--- src/rtl/asrv32_regfile_sb.sv ---
// ASRV32 integer register file with per-register busy scoreboard.
// Two registered read ports (optional write-to-read bypass), one write port,
// and a scoreboard that flags destinations of in-flight long-latency ops.
module asrv32_regfile_sb #(
  parameter int XLEN      = 32,
  parameter int REG_COUNT = 32,  // 16 (RV32E) or 32 (RV32I)
  parameter int BYPASS    = 1
) (
  input  logic            i_clk,
  input  logic            i_rst_n,
  input  logic            i_ce_rd,
  input  logic [4:0]      i_rs1_addr,
  input  logic [4:0]      i_rs2_addr,
  output logic [XLEN-1:0] o_rs1_data,
  output logic [XLEN-1:0] o_rs2_data,
  output logic            o_rs1_busy,
  output logic            o_rs2_busy,
  output logic            o_illegal_addr,
  input  logic            i_ce_wr,
  input  logic [4:0]      i_rd_addr,
  input  logic [XLEN-1:0] i_rd_data,
  input  logic            i_mark_en,
  input  logic [4:0]      i_mark_addr,
  input  logic            i_flush
);

  typedef struct packed {
    logic [XLEN-1:0] data;
    logic            busy;
  } rd_port_t;

  // x0 has no storage: it is hard-wired to zero and never busy.
  logic [XLEN-1:0]      regs [1:REG_COUNT-1];
  logic [REG_COUNT-1:1] busy;

  logic     wr_ok;
  logic     mark_ok;
  rd_port_t rs1_next;
  rd_port_t rs2_next;
  logic     illegal_next;

  function automatic logic addr_legal(input logic [4:0] a);
    return 32'(a) < REG_COUNT;
  endfunction

  // Looks up one read port, applying the same-cycle write bypass when enabled.
  // Address 0 and out-of-range addresses match no storage slot and read as 0.
  function automatic rd_port_t read_port(input logic [4:0] a);
    rd_port_t p;
    p = '0;
    for (int r = 1; r < REG_COUNT; r++) begin
      if (a == 5'(r)) begin
        p.data = regs[r];
        p.busy = busy[r];
      end
    end
    if (BYPASS != 0 && wr_ok && a == i_rd_addr) begin
      p.data = i_rd_data;
      p.busy = 1'b0;
    end
    return p;
  endfunction

  // Qualify write and mark requests: x0 and out-of-range targets are dropped.
  assign wr_ok   = i_ce_wr   && (i_rd_addr   != 5'd0) && addr_legal(i_rd_addr);
  assign mark_ok = i_mark_en && (i_mark_addr != 5'd0) && addr_legal(i_mark_addr);

  // Next values for the registered read outputs.
  // NOTE: every combinational output gets a value on every path (defaults set
  // first inside read_port), so no latch can be inferred.
  always_comb begin
    rs1_next     = read_port(i_rs1_addr);
    rs2_next     = read_port(i_rs2_addr);
    illegal_next = !addr_legal(i_rs1_addr) || !addr_legal(i_rs2_addr);
  end

  // Register array and scoreboard update; flush beats mark beats write-clear.
  // NOTE: the array is reset because architectural state must read 0 after
  // reset; this costs a reset net on every bit but is required here.
  always_ff @(posedge i_clk or negedge i_rst_n) begin
    if (!i_rst_n) begin
      for (int r = 1; r < REG_COUNT; r++) regs[r] <= '0;
      busy <= '0;
    end else begin
      for (int r = 1; r < REG_COUNT; r++) begin
        if (wr_ok && i_rd_addr == 5'(r)) regs[r] <= i_rd_data;
        if (i_flush)                              busy[r] <= 1'b0;
        else if (mark_ok && i_mark_addr == 5'(r)) busy[r] <= 1'b1;
        else if (wr_ok && i_rd_addr == 5'(r))     busy[r] <= 1'b0;
      end
    end
  end

  // Capture read results on i_ce_rd; hold otherwise.
  // NOTE: sequential state uses non-blocking assignments so every flop samples
  // pre-edge values regardless of statement order.
  always_ff @(posedge i_clk or negedge i_rst_n) begin
    if (!i_rst_n) begin
      o_rs1_data     <= '0;
      o_rs2_data     <= '0;
      o_rs1_busy     <= 1'b0;
      o_rs2_busy     <= 1'b0;
      o_illegal_addr <= 1'b0;
    end else if (i_ce_rd) begin
      o_rs1_data     <= rs1_next.data;
      o_rs2_data     <= rs2_next.data;
      o_rs1_busy     <= rs1_next.busy;
      o_rs2_busy     <= rs2_next.busy;
      o_illegal_addr <= illegal_next;
    end
  end

endmodule

--- config.mk ---
export PLATFORM = sky130hd
export DESIGN_NAME = asrv32_regfile_sb
export DESIGN_NICKNAME = d
export VERILOG_FILES = /design/src/rtl/asrv32_regfile_sb.sv
export SDC_FILE = /design/constraint.sdc
export NUM_CORES = 2
export LEC_CHECK = 0
export ABC_AREA = 1
export BUFFER_PORTS_ARGS = -buffer_cell sky130_fd_sc_hd__buf_4
export CORE_MARGIN = 3
export CORE_UTILIZATION = 40
export CTS_BUF_LIST = sky130_fd_sc_hd__clkbuf_4 sky130_fd_sc_hd__clkbuf_8
export DETAILED_ROUTE_END_ITERATION = 10
export PLACE_DENSITY = 0.54
export SLEW_MARGIN = 20
export SYNTH_ARGS = -nofsm -noshare
export SYNTH_HDL_FRONTEND = slang
export SYNTH_SLANG_ARGS = --single-unit
export TNS_END_PERCENT = 100
--- constraint.sdc ---
create_clock -name i_clk -period 2.2 [get_ports i_clk]
set_input_delay 0.11 -clock i_clk [delete_from_list [all_inputs] [get_ports i_clk]]
set_output_delay 0.11 -clock i_clk [all_outputs]
set_load 0.01 [all_outputs]
==> impl_metrics.ini <==
[place]
hpwlAfterDp_um = 166000
gp_congestion = 1.03
preCtsSetupSlack_ns = -1.47
dpl_cell_area_um2 = 64700
portBuffers = 123

[synthesis]
synth-main-ff-cell = dfrtp_1
syn-num-nets = 7923
synth.most_common_cell = nand2_1
synth.avg_cell_area_um2 = 7.13
syn_inst = 7865
yosysSeqAreaShare = 0.486
synth_seq_cells = 1089
synth_top_area_frac = 0.486
synth_edf_count = 0
yosysWarnings = 0
syn_area_um2 = 56100
async_flop_share = 1.00
yosys-top-cells-count = 2,707 x nand2_1, 1,186 x o21ai_0, 1,089 x dfrtp_1, 867 x nor2_1, 627 x inv_1
yosys-top-cells-area = dfrtp_1 49%, nand2_1 18%, o21ai_0 11%
ys_types = 33
yosysTopAreaCell = dfrtp_1

[detailed_routing]
ant_nets = 0
vias = 56700
drt_iter0_markers = 6335
drc_errors = 0
firstDrtPassIters = 8
routedWlPerCell_um = 22.5
routed_via_density = 5.44
routed_wl_um = 235000

[power_and_ir_drop]
power.total_mw = 56.8
ir_drop_v = 0.000514
cellPowerDensity_nw_per_um2 = 805
leakage_nw = 32.6

[flow_run]
max_cap_viol_count = 0

[setup_path]
required_ns = 3.03
crit_path_end_kind = flop
arrival_ns = 3.94
critical_path.max_fanout = 2
cp-start-kind = flop
path_class = reg -> reg

[status]
violations = negative setup slack
outcome = finished with violations

[floorplanning]
dieArea_um2 = 145000
die_x_um = 380
core.rowCount = 136
start_util = 0.405
die_h_um = 380
coreArea_um2 = 138000
num_io_pins = 125

[sta]
fin_tns_setup_ns = -39.90
setup_slack_ns = -0.915
setup_viol = 66
period_needed_ns = 3.11
max_freq_mhz = 321
whs_ns = 0.159
post-route-period-util = 1.42
fin_skew_ns = 0.0472
tightest_slew_ns = 1.19
hold_viol_final = 0
rsz0062_at_grt = true
slew_violations = 0
slew_headroom = 0.205

[cts]
cts_tree = yes
clockRootBuffer = clkbuf_8
h-tree-depth = 4
cts_inserted_buffers = 193
cts.path.max_buffers = 3
clk_pin_slew_ns = 0.06
insertion_delay_ns = 0.94
cts.sinks = 1089

[global_route]
grt_max_degree = 69
antenna_found_initial = 9
grt_pass1_wl_um = 351000
track_usage = 0.319
grt_overflow = 0
grt_pass1_vias = 53500

[worst_hold_path]
hold_class = in -> reg

[finish]
register_area_um2 = 27300
syn2layout_area_growth_pct = 25.8
drive_gt1_frac = 0.184
design_area_um2 = 70500
fin_nets = 8460
fillers = 13600
multiInputGateArea_um2 = 25300
## layout make-up
type                    instances  share of cell area
multi-input cells            5575               0.358
clock inverters                30             0.00399
inverters                     634              0.0337
well taps                    1863              0.0330
diodes                          8            0.000284
clock buffers                 315              0.0557
repair buffers                909               0.129
flip-flops and latches       1089               0.386
## path summary, 6_finish.rpt
path	from	depth (start not counted)	slack [ns]	to
min in group asynchronous	i_rst_n	3	0.17	regs[598]
max reg2reg	regs[971]	21	-0.91	o_rs2_data[11]
min	i_rs1_addr[4]	9	0.16	o_rs1_data[26]
max in group asynchronous	i_rst_n	4	1.51	o_rs2_data[1]
min reg2reg	regs[400]	2	0.48	regs[400]
max	regs[971]	21	-0.91	o_rs2_data[11]
## sequential cells by signal, summed over array words and instances (netlist names)
register,count
busy,31
o_rs1_busy,1
o_rs2_busy,1
o_rs2_data,32
o_rs1_data,32
regs,992
## report_power, final
group / total (mW) / internal, mW / leakage (nW) / switching, mW
Combinational: 9.66 / 3.76 / 16.2 / 5.90
Clock: 20.7 / 11.5 / 2.25 / 9.18
Sequential: 26.4 / 23.6 / 14.1 / 2.79
Total: 56.8 / 38.9 / 32.6 / 17.9
## metrics by stage
step	utilization	std cells
after global placement	0.468	9996
after detailed placement	0.468	9996
final	0.510	10400
after floorplan	-	7865
after CTS	0.508	10400
after global routing	0.510	10400
## worst max-delay path, stage by stage (launching register included)
cell	delay, ns
dfrtp_1	0.39
nand4_1	0.11
nand2_1	0.06
nor2_1	0.08
nand4_1	0.13
nor2_2	0.20
buf_4	0.14
nand4_1	0.13
nor2_2	0.16
nand4_1	0.12
nor2_1	0.13
buf_4	0.14
nand4_1	0.12
nor2_2	0.15
nand4_1	0.18
nor2_2	0.17
nand4_1	0.13
nor2_1	0.12
buf_4	0.14
nand4_1	0.08
nand2_1	0.10
a21oi_1	0.06
## repair_timing
item                                   in CTS  in global routing
pin swaps                                  76                102
endpoints found under the hold margin    2031                  0
hold buffers                               71                  0
setup endpoints to repair                  66                 70
buffers inserted                            1                  3
resized for setup                         233                 97
## cell families (layout without fill, tap and decap cells)
group,Yosys count,in the layout,share of synthesized area
other,1,9,0.0000669
flip-flops,1089,1089,0.486
buffers and inverters,1201,1888,0.0823
AND/OR/NAND/NOR,4203,4203,0.308
XOR/XNOR,10,10,0.00156
AO/OA/AOI/OAI,1361,1361,0.122
## layer usage
metal / part of all wire / global-route usage / wire length (um)
met1: 0.43 / 0.435 / 100000
met2: 0.44 / 0.489 / 103000
met3: 0.083 / 0.0613 / 19500
met4: 0.051 / 0.152 / 11900
met5: 0.00011 / 0 / 26
## layout by cell type (no fill, tap or decap), types with 10 or more instances in the layout
cell type,count
inv_2,31
nand2_2,68
nor3_2,14
buf_6,17
buf_4,659
o21ai_0,1176
nand2_1,2636
nand3_1,56
clkinv_2,15
nand3_2,21
dfrtp_1,1084
nor3_1,10
dlygate4sd3_1,70
clkbuf_4,65
nand4_1,498
a21oi_1,124
clkbuf_8,250
a21oi_2,25
buf_12,162
nor2_4,11
o21ai_1,16
nor2_2,184
nor2_1,683
inv_1,597
No activity file was read; power rests on OpenSTA's default activity.
